--- config.mk ---
export PLATFORM = sky130hd
export DESIGN_NAME = buslayer_arbiter_flat
export DESIGN_NICKNAME = d
export VERILOG_FILES = /design/src/rtl/buslayer_pkg.sv /design/src/rtl/buslayer_arbiter_if.sv /design/src/rtl/buslayer_arbiter_rr_pick.sv /design/src/rtl/buslayer_arbiter.sv /design/src/flat_wrapper.sv
export SDC_FILE = /design/constraint.sdc
export NUM_CORES = 1
export LEC_CHECK = 0
export CORE_AREA = 2 2 85 149
export DETAILED_ROUTE_END_ITERATION = 7
export DIE_AREA = 0 0 87 151
export PLACE_DENSITY = 0.82
export SYNTH_ARGS = -nofsm -noshare
export SYNTH_HDL_FRONTEND = slang
export SYNTH_SLANG_ARGS = --single-unit
--- constraint.sdc ---
create_clock -name wb_clk -period 8 [get_ports wb_clk]
set_clock_uncertainty 0.05 [all_clocks]
set_input_delay 1.2 -clock wb_clk [delete_from_list [all_inputs] [get_ports wb_clk]]
set_output_delay 1.2 -clock wb_clk [all_outputs]
set_load 0.1 [all_outputs]
--- src/rtl/buslayer_pkg.sv ---
// Shared types for the bus-layer arbiter: FSM state encoding, the latched
// transfer descriptor and the default requester count.
package buslayer_pkg;

    localparam int NUM_REQ_DEFAULT = 2;

    typedef enum logic [2:0] {
        ST_IDLE,
        ST_ISSUE,
        ST_CHECK,
        ST_WAIT,
        ST_RESP
    } arb_state_e;

    // Fields of the winning request, frozen for the whole bus transfer.
    typedef struct packed {
        logic        write;
        logic [31:0] address;
        logic [31:0] data;
        logic [3:0]  sel;
    } xfer_hold_t;

    function automatic int unsigned next_index(input int unsigned idx, input int unsigned n);
        return (idx + 1 >= n) ? 0 : idx + 1;
    endfunction

endpackage

--- src/rtl/buslayer_arbiter_if.sv ---
// Requester-side and bus-master-side signals of the arbiter. The master
// modport is the arbiter's view; slave is the surrounding system's view.
interface buslayer_arbiter_if
    import buslayer_pkg::*;
#(
    parameter int NUM_REQ = NUM_REQ_DEFAULT
);

    logic [NUM_REQ-1:0]       req_request;
    logic [NUM_REQ-1:0]       req_write;
    logic [NUM_REQ-1:0][31:0] req_address;
    logic [NUM_REQ-1:0][31:0] req_data;
    logic [NUM_REQ-1:0][3:0]  req_sel;
    logic [NUM_REQ-1:0]       req_grant;
    logic [NUM_REQ-1:0]       req_ready;
    logic [NUM_REQ-1:0]       req_error;
    logic [31:0]              req_rdata;

    logic                     m_request;
    logic                     m_write;
    logic [31:0]              m_address;
    logic [31:0]              m_data;
    logic [3:0]               m_sel;
    logic                     m_busy;
    logic                     m_ready;
    logic                     m_error;
    logic [31:0]              m_rdata;

    modport master (
        input  req_request, req_write, req_address, req_data, req_sel,
        input  m_busy, m_ready, m_error, m_rdata,
        output req_grant, req_ready, req_error, req_rdata,
        output m_request, m_write, m_address, m_data, m_sel
    );

    modport slave (
        output req_request, req_write, req_address, req_data, req_sel,
        output m_busy, m_ready, m_error, m_rdata,
        input  req_grant, req_ready, req_error, req_rdata,
        input  m_request, m_write, m_address, m_data, m_sel
    );

endinterface

--- src/rtl/buslayer_arbiter_rr_pick.sv ---
// Combinational round-robin picker: first asserted request at or after ptr,
// wrapping from NUM_REQ-1 back to 0.
module rr_pick
    import buslayer_pkg::*;
#(
    parameter  int NUM_REQ = NUM_REQ_DEFAULT,
    localparam int IW      = $clog2(NUM_REQ)
) (
    input  logic [NUM_REQ-1:0] request,
    input  logic [IW-1:0]      ptr,
    output logic               valid,
    output logic [IW-1:0]      index
);

    logic [IW:0]   sum;
    logic [IW-1:0] cand;

    always_comb begin
        // NOTE: every combinational output and temporary gets a default before
        // any conditional assignment, so no path can infer a latch.
        valid = 1'b0;
        index = '0;
        sum   = '0;
        cand  = '0;
        for (int k = 0; k < NUM_REQ; k++) begin
            sum = {1'b0, ptr} + (IW+1)'(k);
            if (sum >= (IW+1)'(NUM_REQ)) begin
                sum = sum - (IW+1)'(NUM_REQ);
            end
            cand = sum[IW-1:0];
            if (!valid && request[cand]) begin
                valid = 1'b1;
                index = cand;
            end
        end
    end

endmodule

--- src/rtl/buslayer_arbiter.sv ---
// Round-robin arbiter sharing one bus-master port among NUM_REQ requesters;
// one transfer at a time, with retry while the master refuses.
module buslayer_arbiter
    import buslayer_pkg::*;
#(
    parameter  int NUM_REQ = NUM_REQ_DEFAULT,
    localparam int IW      = $clog2(NUM_REQ)
) (
    input  logic               wb_clk,
    input  logic               wb_rst,
    buslayer_arbiter_if.master bus
);

    arb_state_e         state_q, state_d;
    logic [IW-1:0]      ptr_q, ptr_d;
    logic [IW-1:0]      winner_q, winner_d;
    xfer_hold_t         hold_q, hold_d;
    logic               m_request_q, m_request_d;
    logic [NUM_REQ-1:0] grant_q, grant_d;
    logic [NUM_REQ-1:0] ready_q, ready_d;
    logic [NUM_REQ-1:0] error_q, error_d;
    logic [31:0]        rdata_q, rdata_d;

    logic               pick_valid;
    logic [IW-1:0]      pick_index;
    logic [NUM_REQ-1:0] winner_onehot;

    rr_pick #(.NUM_REQ(NUM_REQ)) u_rr_pick (
        .request (bus.req_request),
        .ptr     (ptr_q),
        .valid   (pick_valid),
        .index   (pick_index)
    );

    assign winner_onehot = NUM_REQ'(1) << winner_q;

    always_comb begin
        state_d     = state_q;
        ptr_d       = ptr_q;
        winner_d    = winner_q;
        hold_d      = hold_q;
        grant_d     = grant_q;
        m_request_d = 1'b0;
        ready_d     = '0;
        error_d     = '0;
        rdata_d     = '0;

        unique case (state_q)
            ST_IDLE: begin
                // A busy master (e.g. still in its own reset) blocks issue.
                if (pick_valid && !bus.m_busy) begin
                    state_d        = ST_ISSUE;
                    winner_d       = pick_index;
                    hold_d.write   = bus.req_write[pick_index];
                    hold_d.address = bus.req_address[pick_index];
                    hold_d.data    = bus.req_data[pick_index];
                    hold_d.sel     = bus.req_sel[pick_index];
                    grant_d        = NUM_REQ'(1) << pick_index;
                    m_request_d    = 1'b1;
                end
            end
            ST_ISSUE: begin
                state_d = ST_CHECK;
            end
            ST_CHECK: begin
                // Master refused the request: reissue the same held transfer.
                if (bus.m_busy) begin
                    state_d = ST_WAIT;
                end else begin
                    state_d     = ST_ISSUE;
                    m_request_d = 1'b1;
                end
            end
            ST_WAIT: begin
                if (bus.m_ready || bus.m_error) begin
                    state_d = ST_RESP;
                    ready_d = bus.m_ready ? winner_onehot : '0;
                    error_d = bus.m_error ? winner_onehot : '0;
                    rdata_d = bus.m_rdata;
                    ptr_d   = IW'(next_index(32'(winner_q), NUM_REQ));
                end
            end
            ST_RESP: begin
                state_d  = ST_IDLE;
                grant_d  = '0;
                winner_d = '0;
                hold_d   = '0;
            end
            default: begin
                state_d = ST_IDLE;
            end
        endcase
    end

    always_ff @(posedge wb_clk or posedge wb_rst) begin
        // NOTE: state is updated with non-blocking assignments only, so every
        // register samples the pre-edge values regardless of statement order.
        if (wb_rst) begin
            state_q     <= ST_IDLE;
            ptr_q       <= '0;
            winner_q    <= '0;
            hold_q      <= '0;
            m_request_q <= 1'b0;
            grant_q     <= '0;
            ready_q     <= '0;
            error_q     <= '0;
            rdata_q     <= '0;
        end else begin
            state_q     <= state_d;
            ptr_q       <= ptr_d;
            winner_q    <= winner_d;
            hold_q      <= hold_d;
            m_request_q <= m_request_d;
            grant_q     <= grant_d;
            ready_q     <= ready_d;
            error_q     <= error_d;
            rdata_q     <= rdata_d;
        end
    end

    // Hold registers are cleared on return to IDLE, so they drive the bus directly.
    assign bus.m_request = m_request_q;
    assign bus.m_write   = hold_q.write;
    assign bus.m_address = hold_q.address;
    assign bus.m_data    = hold_q.data;
    assign bus.m_sel     = hold_q.sel;
    assign bus.req_grant = grant_q;
    assign bus.req_ready = ready_q;
    assign bus.req_error = error_q;
    assign bus.req_rdata = rdata_q;

endmodule

--- src/flat_wrapper.sv ---
// flat-port wrapper written by rule: the top's interface ports become plain ports
module buslayer_arbiter_flat import buslayer_pkg::*;
#(
    parameter  int NUM_REQ = NUM_REQ_DEFAULT,
    localparam int IW      = $clog2(NUM_REQ)
)
  (wb_clk, wb_rst, bus_req_request, bus_req_write, bus_req_address, bus_req_data, bus_req_sel, bus_m_busy, bus_m_ready, bus_m_error, bus_m_rdata, bus_req_grant, bus_req_ready, bus_req_error, bus_req_rdata, bus_m_request, bus_m_write, bus_m_address, bus_m_data, bus_m_sel);
  buslayer_arbiter_if #(.NUM_REQ(NUM_REQ)) bus_i ();
  input  logic wb_clk;
  input  logic wb_rst;
  input wire logic [$bits(bus_i.req_request)-1:0] bus_req_request;
  input wire logic [$bits(bus_i.req_write)-1:0] bus_req_write;
  input wire logic [$bits(bus_i.req_address)-1:0] bus_req_address;
  input wire logic [$bits(bus_i.req_data)-1:0] bus_req_data;
  input wire logic [$bits(bus_i.req_sel)-1:0] bus_req_sel;
  input wire logic [$bits(bus_i.m_busy)-1:0] bus_m_busy;
  input wire logic [$bits(bus_i.m_ready)-1:0] bus_m_ready;
  input wire logic [$bits(bus_i.m_error)-1:0] bus_m_error;
  input wire logic [$bits(bus_i.m_rdata)-1:0] bus_m_rdata;
  output wire logic [$bits(bus_i.req_grant)-1:0] bus_req_grant;
  output wire logic [$bits(bus_i.req_ready)-1:0] bus_req_ready;
  output wire logic [$bits(bus_i.req_error)-1:0] bus_req_error;
  output wire logic [$bits(bus_i.req_rdata)-1:0] bus_req_rdata;
  output wire logic [$bits(bus_i.m_request)-1:0] bus_m_request;
  output wire logic [$bits(bus_i.m_write)-1:0] bus_m_write;
  output wire logic [$bits(bus_i.m_address)-1:0] bus_m_address;
  output wire logic [$bits(bus_i.m_data)-1:0] bus_m_data;
  output wire logic [$bits(bus_i.m_sel)-1:0] bus_m_sel;
  assign bus_i.req_request = bus_req_request;
  assign bus_i.req_write = bus_req_write;
  assign bus_i.req_address = bus_req_address;
  assign bus_i.req_data = bus_req_data;
  assign bus_i.req_sel = bus_req_sel;
  assign bus_i.m_busy = bus_m_busy;
  assign bus_i.m_ready = bus_m_ready;
  assign bus_i.m_error = bus_m_error;
  assign bus_i.m_rdata = bus_m_rdata;
  assign bus_req_grant = bus_i.req_grant;
  assign bus_req_ready = bus_i.req_ready;
  assign bus_req_error = bus_i.req_error;
  assign bus_req_rdata = bus_i.req_rdata;
  assign bus_m_request = bus_i.m_request;
  assign bus_m_write = bus_i.m_write;
  assign bus_m_address = bus_i.m_address;
  assign bus_m_data = bus_i.m_data;
  assign bus_m_sel = bus_i.m_sel;
  buslayer_arbiter #(.NUM_REQ(NUM_REQ)) u_core (.wb_clk(wb_clk), .wb_rst(wb_rst), .bus(bus_i));
endmodule
* After elaboration in Yosys (flattened, before gate mapping) *
Index checks and enable logic that the tools add are counted.
Widths: inputs -> output; s select.

word-level totals
  bits in registers = 113

operators by class
  add/sub/neg operators = 4
  mux-type cells = 40
  shifts and indexed selects = 2
  eq/ne operators = 6
  reduce and logical (&&, ||, !) cells = 10
  magnitude comparators = 6

operators with widths
  operator             number
  $mux 32              6
  $pmux 69 s2          1
  $mux 69              1
  $mux 1               16
  $mux 2               8
  $pmux 3 s4           1
  $mux 4               2
  $eq 3x2->1 const B   2
  $lt 1x2->1 const B   3
  $mux 3               2
  $reduce_and 2->1     3
  $add 1x1->2 const B  2
  $ge 2x2->1 const B   2
  $ne 2x1->1 const B   2
  $pmux 1 s2           2
  $pmux 2 s2           1
  $shl 1x1->2 const A  2
  $eq 3x1->1 const B   1
  $eq 3x3->1 const B   1
  $logic_not 3->1      1
  $ge 1x2->1 const B   1
  $logic_and 1x1->1    2
  $logic_not 1->1      2
  $reduce_bool 2->1    1
  other kinds (2)      3

* Logic depth before layout (Yosys ltp) *
Gate-level depths: netlist of the first run.

  depth after elaboration = 12
  gate-level depth with buffers = 6
  gate-level depth less buffers = 4

* By module *
A second synthesis of the first run with hierarchy kept.

second synthesis, totals
  cells, all modules = 417
  area, all modules = 5142.4 µm²

by module, submodules not included
  module            sequential area each (µm²)  instances  cells each  area each (µm²)
  buslayer_arbiter  2802.7                      1          414         5124.9
  rr_pick           0.0                         1          3           17.5

* Worst setup path before layout of the first run *
Ideal clock, no wire load.

  kind = input-to-reg
  from = input bus_m_busy
  to = register u_core.hold_q (netlist bit u_core.bus.m_address[10])
  stages = 6
  data arrival time = 2097 ps
  library setup time = 82 ps
  path slack = 5771 ps
  path buffers = 2
  data required time = 7868 ps
  cells stage by stage = nor2_2 -> nor4b_4 -> buf_6 -> buf_6 -> o21ai_1 -> a31oi_1

on the way
  word-level cells in the longest chain between the ends = 4

RTL lines
  what                               line                     text
  from (decl)                        flat_wrapper.sv:16       input wire logic [$bits(bus_i.m_busy)-1:0] bus_m_busy;
  $logic_not 1->1                    buslayer_arbiter.sv:51   if (pick_valid && !bus.m_busy) begin
  $logic_and 1x1->1                  buslayer_arbiter.sv:51
  $ne 2x1->1 (no source line)        -
  $reduce_and 2->1 (no source line)  -
  to (signal assigned)               buslayer_arbiter.sv:112  hold_q <= hold_d;
  to (decl)                          buslayer_arbiter.sv:17   xfer_hold_t hold_q, hold_d;

No other way between the ends.
A chain may end at the register's enable or synchronous reset.

* Worst setup path after layout of the first run *
  from = register u_core.grant_q[1] (netlist: u_core.bus.req_grant[1])
  to = output bus_req_grant[1]

RTL lines
  what                    line                     text
  from (decl)             buslayer_arbiter.sv:19   logic [NUM_REQ-1:0] grant_q, grant_d;
  from (signal assigned)  buslayer_arbiter.sv:114  grant_q <= grant_d;
  to (decl)               flat_wrapper.sv:20       output wire logic [$bits(bus_i.req_grant)-1:0] bus_req_grant;

No word-level cell between the ends.

==> results.ini, run 1 <==
[clock_tree]
cts_num_sinks = 112
cts_resized = 0
cts_hold_buffers = 0
numCtsBuffers = 9
worstSkewPairLatency_ps = 350
cts_tree = done
clock_path_buffers = 2
cts_setup_buffers = 0
clockRootBuffer = clkbuf_16
htreeDepth = 3
clk_pin_slew_worst_paths_ps = 70

[yosys]
synth-main-ff-cell = dfrtp_1
async_flop_share_pct = 100
seq_area_frac_synth_pct = 59.8
yosysWarnings = 0
ys_ff_latch = 112
yosysMostFrequentCell = nand2_1
synth.area.top_cells = dfrtp_1 (60%), nand2_1 (12%), a31oi_1 (9.2%)
synthTopCellsByCount = nand2_1 (145), dfrtp_1 (112), a31oi_1 (69), o21ai_0 (54), and2_1 (33)
syn_inst = 495
netlist_area_um2 = 4690
synth_edf_count = 0
syn_area_per_cell_um2 = 9.47
yosysTopAreaCell = dfrtp_1
synth_nets = 672
synth_cell_types = 21
netlist.area_leader.share_pct = 59.8

[timing]
maxSlewHeadroom_pct = 23.6
rsz0062_at_grt = no
tns_ps = 0
setup_slack_ps = 4790
max_freq_mhz = 311
hold_slack_ps = 481
setup_viol = 0
finalCriticalPeriod_ps = 3210
worstMarginPinSlew_ps = 1150
min_period_over_period_pct = 40.1
slew_viol_final = 0
hold_viol = 0

[layout]
final_cells = 897
fin_nets = 931
synthToLayoutAreaGrowth_pct = 67.7
drive_gt1_share_pct = 3.69
fillers = 939

[worst_setup_path]
crit_arrival_ps = 1960
crit_buf_inv = 1
critPathCaptureType = output port
timing_worst_setup_path_type = reg2out
worstPathCellList = clkdlybuf4s50_1
required_ps = 6750
cp_max_fo = 7
slowest_delay_ps = 1180
crit_family = buffers and inverters
cp-start-kind = register
crit_slowest_cell = clkdlybuf4s50_1

[drt]
viasPerCell = 5.18
route.detailed.drc = 0
wl_per_cell_um = 17.6
drtPass1Iterations = 5
vias = 4647
postRouteAntennaNets = 0
route.final.wire_length_um = 15800
dr.first_iter.drc_count = 246

[floorplanning]
dieArea_um2 = 13100
fp-row-count = 53
die_w_um = 87
initial_utilization_pct = 39.5
core_area_um2 = 11900
pin_count = 285
fp.dieH_um = 151

[min_path]
hold_class = reg2reg

[place]
port_buffers = 284
gp_congestion = 0.814
place_ws_ps = 4660
dp.cells = 880
place_hpwl_um = 11700

[global_route]
antenna_found_initial = 0
grt_pass1_vias = 4741
grt_pass1_wl_um = 23800
gr-total-overflow = 0
grt_max_degree = 80
grt.total_usage_pct = 23.5

[outcome]
status = complete, no violations

[run]
cap_violations = 0

==> kinds of logic (layout without fill, tap and decap cells) <==
group           count (synthesis)  after routing  synth area share [%]
flops                         112            112                  59.8
buf+inv                        43            307                  4.27
compound gates                148            148                  17.8
other cells                     0              1                     0
mux                             2              2                 0.427
simple gates                  190            190                  17.7
==> per-stage QoR <==
step / util [%] / cell area (um^2)
after detailed placement: 63.6 / 7550
after global routing: 66.2 / 7860
after global placement: 63.6 / 7550
after CTS: 66.2 / 7860
final: 66.2 / 7860
after floorplan: - / 4690
==> state kept, by name, summed over array words and instances, names as in the netlist <==
signal,cells
u_core.bus.req_rdata,32
u_core.bus.m_address,32
u_core.bus.req_ready,2
u_core.bus.req_grant,2
u_core.bus.m_request,1
u_core.bus.m_sel,4
u_core.bus.m_write,1
u_core.ptr_q,1
u_core.bus.req_error,2
u_core.state_q,3
u_core.bus.m_data,32
==> final cells by class <==
type	count	area [um^2]	share of cell area, %
timing repair buffer	289	2880	36.7
clock inverter	7	77.6	0.987
sequential	112	2800	35.7
tap	137	171	2.18
inverter	2	10.0	0.127
multi-input combinational	340	1690	21.5
clock buffer	9	225	2.87
antenna	1	2.50	0.0318
==> final timing paths <==
check                                                     from                              endpoint  slack [ps]  cells after the start
max                        u_core.bus.req_grant[1]$_DFFE_PP0P_                      bus_req_grant[1]        4790                      1
min                        u_core.bus.req_grant[1]$_DFFE_PP0P_     u_core.bus.req_error[0]$_DFF_PP0_         480                      1
max reg2reg                      u_core.state_q[1]$_DFFE_PP0P_  u_core.bus.m_address[31]$_DFFE_PP0P_        5890                      4
min reg2reg                u_core.bus.req_grant[1]$_DFFE_PP0P_     u_core.bus.req_error[0]$_DFF_PP0_         480                      1
max in group asynchronous                               wb_rst         u_core.state_q[1]$_DFFE_PP0P_        5420                      3
min in group asynchronous                               wb_rst     u_core.bus.req_rdata[0]$_DFF_PP0_        1230                      2
==> per-layer routing <==
metal  track usage [%]  part of all wire (%)  up-vias
met4              13.5                   4.4        0
met5                 0                     0        -
li1                  -                     -     2201
met1              26.0                    36     2200
met2              41.5                    54      209
met3              4.14                   5.9       37
==> layout by cell type, fill, tap and decap left out, drive strengths merged, types with 4 or more instances in the layout <==
cell,n
clkdlybuf4s50,284
nand2,145
dfrtp,112
o21ai,73
a31oi,69
and2,33
clkbuf,9
nor2,7
inv,6
buf,5
a21oi,4
Power of run 1 is not shown: default switching activity piles up to over one toggle a cycle in this logic, so the estimate is an artifact.
==> inputs of run 2 (changes only) <==
--- a/config.mk
+++ b/config.mk
@@ -5,10 +5,10 @@
 export SDC_FILE = /design/constraint.sdc
 export NUM_CORES = 1
 export LEC_CHECK = 0
-export CORE_AREA = 2 2 85 149
+export CORE_AREA = 2 2 89 154
 export DETAILED_ROUTE_END_ITERATION = 7
-export DIE_AREA = 0 0 87 151
-export PLACE_DENSITY = 0.82
+export DIE_AREA = 0 0 91 156
+export PLACE_DENSITY = 0.76
 export SYNTH_ARGS = -nofsm -noshare
 export SYNTH_HDL_FRONTEND = slang
 export SYNTH_SLANG_ARGS = --single-unit
==> constraint.sdc (replaced) <==
create_clock -name wb_clk -period 3 [get_ports wb_clk]
set_clock_uncertainty 0.05 [all_clocks]
set_input_delay 0.45 -clock wb_clk [delete_from_list [all_inputs] [get_ports wb_clk]]
set_output_delay 0.45 -clock wb_clk [all_outputs]
set_load 0.1 [all_outputs]
==> results.ini, run 2 (synthesized netlist as in run 1, its figures left out) <==
[clock_tree]
clk_pin_slew_worst_paths_ps = 80
cts_setup_buffers = 0
clockRootBuffer = clkbuf_16
htreeDepth = 3
cts_num_sinks = 112
clock_path_buffers = 2
cts_tree = done
numCtsBuffers = 9
cts_resized = 0
worstSkewPairLatency_ps = 340
cts_hold_buffers = 0

[drt]
route.final.wire_length_um = 15500
viasPerCell = 5.03
postRouteAntennaNets = 0
wl_per_cell_um = 16.6
vias = 4682
drtPass1Iterations = 5
route.detailed.drc = 0
dr.first_iter.drc_count = 262

[layout]
diodes = 0
fillers = 1135
final_common_cell = clkdlybuf4s50_1
fin_nets = 933
final_cell_mix = clkdlybuf4s50_1 (176), nand2_1 (143), dfrtp_1 (112)
drive_gt1_share_pct = 18.0
synthToLayoutAreaGrowth_pct = 64.1
fin_area_um2 = 7690

[timing]
slew_viol_final = 0
finalCriticalPeriod_ps = 2100
rsz0062_at_grt = no
max_freq_mhz = 477
hold_viol = 0
tns_ps = 0
worstMarginPinSlew_ps = 1150
setup_viol = 0
min_period_over_period_pct = 69.9
maxSlewHeadroom_pct = 23.1

[run]
cap_violations = 0

[global_route]
grt_max_degree = 81
antenna_found_initial = 0
grt_pass1_vias = 4655
gr-total-overflow = 0
grt_pass1_wl_um = 23900
grt.total_usage_pct = 21.2

[worst_setup_path]
timing_worst_setup_path_type = reg2reg
crit_arrival_ps = 2310
cp_max_fo = 70
required_ps = 3210
critPathCaptureType = register
cp-start-kind = register

[min_path]
hold_class = reg2reg

[floorplanning]
fp.dieH_um = 156
die_w_um = 91
fp-row-count = 55
initial_utilization_pct = 36.2
pin_count = 285
core_area_um2 = 12900
dieArea_um2 = 14200

[place]
place_hpwl_um = 11400
port_buffers = 284
post_dp_cell_area_um2 = 7400
gp_congestion = 0.861

[outcome]
status = complete, no violations

run 2: final cells by class:
type / instances / area (um^2) / share of cell area [%]
well taps: 171 / 214 / 2.78
repair buffers: 291 / 2690 / 35.0
inverters: 2 / 11.3 / 0.146
multi-input cells: 340 / 1690 / 22.0
flip-flops and latches: 112 / 2800 / 36.5
clock inverters: 6 / 57.6 / 0.749
clock buffers: 9 / 225 / 2.93
run 2: per-layer routing:
layer | vias to the layer above | GRT usage (%) | part of all wire (%)
met1 | 2222 | 24.3 | 36
li1 | 2207 | - | -
met3 | 38 | 5.17 | 6.5
met2 | 215 | 36.9 | 54
met4 | 0 | 10.3 | 3.7
met5 | - | 0 | 0
run 2: through the flow:
stage | util (%) | hold slack (ps) | instances | setup WS, ps
2_1_floorplan | - | 434 | 495 | 1140
3_3_place_gp | 57.2 | 469 | 916 | 762
3_5_place_dp | 57.2 | 484 | 916 | 658
4_1_cts | 59.4 | 495 | 931 | 880
5_1_grt | 59.4 | 539 | 931 | 662
6_report | 59.4 | 498 | 931 | 904
run 2: critical path, cell delays in order, from the launching register on:
cell and delay [ps]:
dfrtp_1 510, nor2_1 130, nand2_2 840, o21ai_0 250, a31oi_1 230
run 2: worst paths after layout:
| path | startpoint | to | slack, ps | depth (start not counted) |
|---|---|---|---|---|
| min in group asynchronous | wb_rst | u_core.bus.m_address[4]$_DFFE_PP0P_ | 520 | 2 |
| max in group asynchronous | wb_rst | u_core.bus.req_rdata[6]$_DFF_PP0_ | 1590 | 3 |
| worst min register to register | u_core.ptr_q$_DFFE_PP0P_ | u_core.ptr_q$_DFFE_PP0P_ | 500 | 2 |
| worst max-delay path | u_core.state_q[1]$_DFFE_PP0P_ | u_core.bus.m_sel[2]$_DFFE_PP0P_ | 900 | 4 |
| worst max register to register | u_core.state_q[1]$_DFFE_PP0P_ | u_core.bus.m_sel[2]$_DFFE_PP0P_ | 900 | 4 |
| worst min-delay path | u_core.ptr_q$_DFFE_PP0P_ | u_core.ptr_q$_DFFE_PP0P_ | 500 | 2 |
Power of run 2 is left out for the same reason.
